<file path="src/rtl/codificador_pkg.sv">
// Shared types and default code parameters for the serial cyclic encoder
// controller. Default code: (7,4) with generator x^3 + x + 1.
package codificador_pkg;

  typedef enum logic [1:0] {
    IDLE,
    SHIFT,
    OUT
  } state_t;

  localparam int N_DEF = 7;
  localparam int K_DEF = 4;
  localparam int PW    = N_DEF - K_DEF;

  // Generator coefficients, bit 0 is the x^0 term
  localparam logic [PW:0] G_DEF = 4'b1011;

endpackage

</file>
<file path="src/rtl/lfsr_cyclic_enc.sv">
// Serial parity LFSR of a systematic cyclic (N,K) encoder. One message bit
// per enabled cycle; clr zeroes the register ahead of a new message.
module lfsr_cyclic_enc
  import codificador_pkg::*;
#(
  parameter int          N = N_DEF,
  parameter int          K = K_DEF,
  parameter logic [N-K:0] G = G_DEF
) (
  input  logic           clk,
  input  logic           rst,
  input  logic           clr,
  input  logic           en,
  input  logic           bit_in,
  output logic [N-K-1:0] parity
);

  logic fb;

  // Feedback taps off the low end of the register
  always_comb fb = bit_in ^ parity[0];

  // Parity register: clear on request, otherwise shift with feedback
  always_ff @(posedge clk) begin
    if (rst || clr) begin
      parity <= '0;
    end else if (en) begin
      parity[N-K-1] <= fb;
      for (int unsigned i = 0; i + 1 < N - K; i++) begin
        parity[i] <= (fb & G[N-K-1-i]) ^ parity[i+1];
      end
    end
  end

endmodule

</file>
<file path="src/rtl/controlador_codificador.sv">
// Two-requester round-robin front end for a shared serial cyclic encoder.
// Accepts one message, shifts it through the LFSR over K cycles, then holds
// the codeword on a valid/ready output until downstream takes it.
// Optional: define CTRL_STATS_EN to add the cw_count handshake counter port.
module controlador_codificador
  import codificador_pkg::*;
#(
  parameter int           N = N_DEF,
  parameter int           K = K_DEF,
  parameter logic [N-K:0] G = G_DEF
) (
  input  logic         clk,
  input  logic         rst,
  input  logic [K-1:0] u0,
  input  logic         valid0,
  output logic         ready0,
  input  logic [K-1:0] u1,
  input  logic         valid1,
  output logic         ready1,
  output logic [N-1:0] cw,
  output logic         cw_id,
  output logic         cw_valid,
  input  logic         cw_ready
`ifdef CTRL_STATS_EN
  ,
  output logic [15:0]  cw_count
`endif
);

  localparam int CNTW = (K > 1) ? $clog2(K) : 1;

  state_t          state;
  logic [K-1:0]    msg_reg;
  logic [CNTW-1:0] count;
  logic            last_id;
  logic            idle;
  logic            grant;
  logic            accept;
  logic [K-1:0]    u_sel;
  logic [N-K-1:0]  parity;

  // Round-robin grant; only the granted, valid requester sees ready in IDLE
  always_comb begin
    idle   = (state == IDLE);
    grant  = (valid0 && valid1) ? ~last_id : valid1;
    ready0 = idle & valid0 & ~grant;
    ready1 = idle & valid1 & grant;
    accept = ready0 | ready1;
    u_sel  = grant ? u1 : u0;
  end

  lfsr_cyclic_enc #(
    .N(N),
    .K(K),
    .G(G)
  ) u_enc (
    .clk   (clk),
    .rst   (rst),
    .clr   (accept),
    .en    (state == SHIFT),
    .bit_in(msg_reg[count]),
    .parity(parity)
  );

  // The codeword is wired straight from the parity and message registers:
  // both are frozen from the last shift until the next acceptance, so cw
  // raises cw_valid in the same edge as the final shift and keeps its value
  // after the handshake without a separate output copy.
  assign cw = {parity, msg_reg};

  // Controller FSM: accept, shift K bits LSB first, present and hand off
  always_ff @(posedge clk) begin
    if (rst) begin
      state    <= IDLE;
      msg_reg  <= '0;
      count    <= '0;
      cw_id    <= 1'b0;
      cw_valid <= 1'b0;
      last_id  <= 1'b1;
    end else begin
      case (state)
        IDLE: begin
          if (accept) begin
            msg_reg <= u_sel;
            cw_id   <= grant;
            last_id <= grant;
            count   <= '0;
            state   <= SHIFT;
          end
        end
        SHIFT: begin
          count <= count + 1'b1;
          if (count == CNTW'(K - 1)) begin
            count    <= '0;
            cw_valid <= 1'b1;
            state    <= OUT;
          end
        end
        OUT: begin
          if (cw_ready) begin
            cw_valid <= 1'b0;
            state    <= IDLE;
          end
        end
        default: state <= IDLE;
      endcase
    end
  end

`ifdef CTRL_STATS_EN
  // Count completed output handshakes, wrapping naturally at 16 bits
  always_ff @(posedge clk) begin
    if (rst) begin
      cw_count <= '0;
    end else if (cw_valid && cw_ready) begin
      cw_count <= cw_count + 16'd1;
    end
  end
`endif

endmodule
</file>
<file path="config.mk">
export PLATFORM = sky130hd
export DESIGN_NAME = controlador_codificador
export DESIGN_NICKNAME = d
export VERILOG_FILES = /design/src/rtl/codificador_pkg.sv /design/src/rtl/lfsr_cyclic_enc.sv /design/src/rtl/controlador_codificador.sv
export SDC_FILE = /design/constraint.sdc
export NUM_CORES = 1
export LEC_CHECK = 0
export ABC_CLOCK_PERIOD_IN_PS = 1500
export CAP_MARGIN = 20
export CELL_PAD_IN_SITES_DETAIL_PLACEMENT = 1
export CELL_PAD_IN_SITES_GLOBAL_PLACEMENT = 1
export CORE_ASPECT_RATIO = 0.5
export CORE_MARGIN = 3
export CORE_UTILIZATION = 25
export CTS_CLUSTER_DIAMETER = 120
export DETAILED_ROUTE_END_ITERATION = 6
export PLACE_DENSITY_LB_ADDON = 0.1
export SLEW_MARGIN = 20
export SYNTH_ARGS = -nofsm -noshare
export SYNTH_HDL_FRONTEND = slang
export SYNTH_HIERARCHICAL = 1
export SYNTH_SLANG_ARGS = --single-unit
</file>
<file path="constraint.sdc">
create_clock -name clk -period 1.5 [get_ports clk]
set_input_delay 0.3 -clock clk [delete_from_list [all_inputs] [get_ports clk]]
set_output_delay 0.3 -clock clk [all_outputs]
set_load 0.05 [all_outputs]
</file>
==> reports/results.txt <==
RePlAce Congestion -> 0.731
Worst slew margin -> 81.5%
Placeable Area -> 0.00237 mm2
leakage power -> 0.520 nW
layout cells sized above 1 -> 45.1%
filler cell count -> 265
placement-stage cell area -> 0.00116 mm2
WP data arrival -> 1.27 ns
synthesized area -> 668 um2
Detailed Route WL -> 2270 um
DR pass1 iterations -> 4
Worst Setup End Kind -> output pin
PD cells -> 939 mW/mm2
Req. time, crit path -> 1.20 ns
Die W -> 79.1 um
unrepaired setup endpoints after global routing -> true
number of global-route vias before repair -> 754
Slew Viols, Final -> 0
Syn Area/Cell -> 9.54 um2
Post-Route Utilization -> 54.4%
number of synthesis warnings -> 6
H-tree Lvls -> 1
Port Buf Inserts -> 23
clk slew on worst S/H paths -> 0.06 ns
failing checks -> negative setup slack
maximum clock path buffer count -> 2
total gr overflow -> 0
Final WS setup -> -0.0665 ns
post-synth net total -> 84
total CTS buffers -> 3
hold slack -> 0.555 ns
worst vdd ir -> 429 uV
Top Ports -> 24
pin count of the biggest net entering global routing -> 11
antenna diode count -> 0
die area -> 0.00337 mm2
area of the multi-input gates -> 423 um2
CP Max Fanout -> 2
Worst Skew -> 0.00171 ns
Hold Path Class -> register to register
Yosys cell types -> 28
max reg flops -> 4
Slew @ Worst Pin -> 0.277 ns
hold_buf cts -> 0
register area -> 299 um2
first-pass GRT wire length -> 3730 um
FMAX -> 0.638 GHz
Final Hold Violating Endpoints -> 0
Starting Density -> 28.2%
initial antenna violation count -> 0
CTS tree -> built
Area growth, synth to finish -> 93.1%
vias -> 706
clock latency at the later pin of the worst-skew pair -> 0.25 ns
max_cap viols -> 0
initial DRC count -> 36
Vias/cell -> 4.77
post-DP HPWL -> 1630 um
post-place setup slack -> -0.297 ns
GRT Util Overall -> 14.7%
nets@finish -> 128
Seq/Total Area, Yosys -> 41.9%
final instance area -> 0.00129 mm2
routed len/inst -> 15.3 um
Sink Count -> 14
Finish-stage setup viols -> 1
num rows -> 12
crit path kind -> register to output pin
cell count after synthesis -> 70
min cycle time layout -> 1.57 ns
root buffer selected by CTS -> clkbuf_8
Remaining DRCs -> 0
critical path launch point type -> register
status -> finished, violations left
period utilization -> 104%
FF+latch count, synth -> 14
Pwr Total -> 0.00121 W
antenna-violating nets left -> 0
Die Y-Extent -> 42.6 um
-- placed cells by master (no fill, tap or decap), types with 2 or more instances in the layout --
cell | Yosys | final
nor2_4 | 0 | 3
nand3b_1 | 2 | 2
o211ai_1 | 3 | 3
clkbuf_8 | 0 | 4
clkdlybuf4s50_1 | 0 | 10
mux2i_1 | 5 | 5
buf_4 | 0 | 17
nor2_1 | 10 | 7
nand2b_1 | 2 | 2
a21oi_1 | 8 | 8
nor2b_1 | 2 | 2
or2_2 | 2 | 2
buf_12 | 0 | 11
a211oi_1 | 4 | 4
dlygate4sd2_1 | 0 | 2
dfxtp_1 | 14 | 7
dfxtp_2 | 0 | 3
dfxtp_4 | 0 | 4
-- worst max-delay path: stages (launching register included) --
cell	delay, ns
dfxtp_4	0.35
or3b_4	0.42
nor2_4	0.11
buf_12	0.14
-- kinds of logic after synthesis --
family | Yosys count | synth area share (%)
AND/OR/NAND/NOR | 25 | 20.2
AO/OA/AOI/OAI | 21 | 22.7
flip-flops | 14 | 41.9
multiplexers | 6 | 10.9
buffers and inverters | 2 | 1.12
XOR/XNOR | 1 | 1.31
adder cells (fa/ha/maj) | 1 | 1.87
-- path summary, 6_finish.rpt --
check,start,end,slack [ns],depth (start not counted)
worst max-delay path,state[1],ready0,-0.07,3
worst min-delay path,count[1],count[1],0.55,2
worst max register to register,count[0],u_enc/parity[2],0.03,3
worst min register to register,count[1],count[1],0.55,2
-- area by class of cell --
| class | instances | area share, % |
|---|---|---|
| Clock buffer | 4 | 4.27 |
| Inverter | 1 | 0.291 |
| Multi-Input combinational cell | 54 | 32.8 |
| Sequential cell | 14 | 23.2 |
| Tap cell | 35 | 3.39 |
| Timing Repair Buffer | 40 | 36.1 |
-- Yosys cell counts, drive strengths merged --
master   instances  area share (%)
a2111oi          1             2.2
a211oi           4             4.5
a21boi           1             1.7
a21oi            8             6.0
a221o            1             1.5
a22oi            1             1.1
a2bb2oi          1             1.3
and2             1            0.94
and3b            1             1.3
clkbuf           1            0.56
dfxtp           14              42
ha               1             1.9
inv              1            0.56
mux2i            5             7.5
mux4             1             3.4
nand2            1            0.56
nand2b           2             1.9
nand3b           2             2.2
nand4            1            0.94
nor2            10             5.6
nor2b            2             1.9
nor3             1            0.75
o211ai           3             3.4
o22ai            1            0.94
or2              2             1.9
or3              1            0.94
or3b             1             1.3
xnor2            1             1.3
-- per-stage QoR --
stage,instances,TNS (ns)
detailed placement,140,-1.55
global route,148,-0.166
finish,148,-0.0665
global placement,140,-1.18
CTS,148,-0.0964
floorplan,70,0
-- layer usage --
metal / part of all wire, % / track usage (%) / wire length [um]
met5: 0 / 0 / 0
met4: 0 / 2.74 / 0
met3: 6.0 / 6.87 / 137
met2: 47 / 23.7 / 1060
met1: 47 / 18.0 / 1070
-- where the power goes --
part	leakage [nW]	switching [W]	internal (W)	total, W
clock network	0.0288	0.000147	0.000233	0.000380
logic	0.373	0.000194	0.000210	0.000404
registers	0.118	0.0000282	0.000399	0.000427
total	0.520	0.000369	0.000841	0.00121
-- repair_timing --
| action | in CTS | in global routing |
|---|---|---|
| gates resized for setup | 14 | 3 |
| endpoints found under the setup margin | 4 | 4 |
| pin swaps | 3 | 2 |
| buffers inserted | 4 | 0 |
Note: power is estimated with default switching activity, not from simulation.
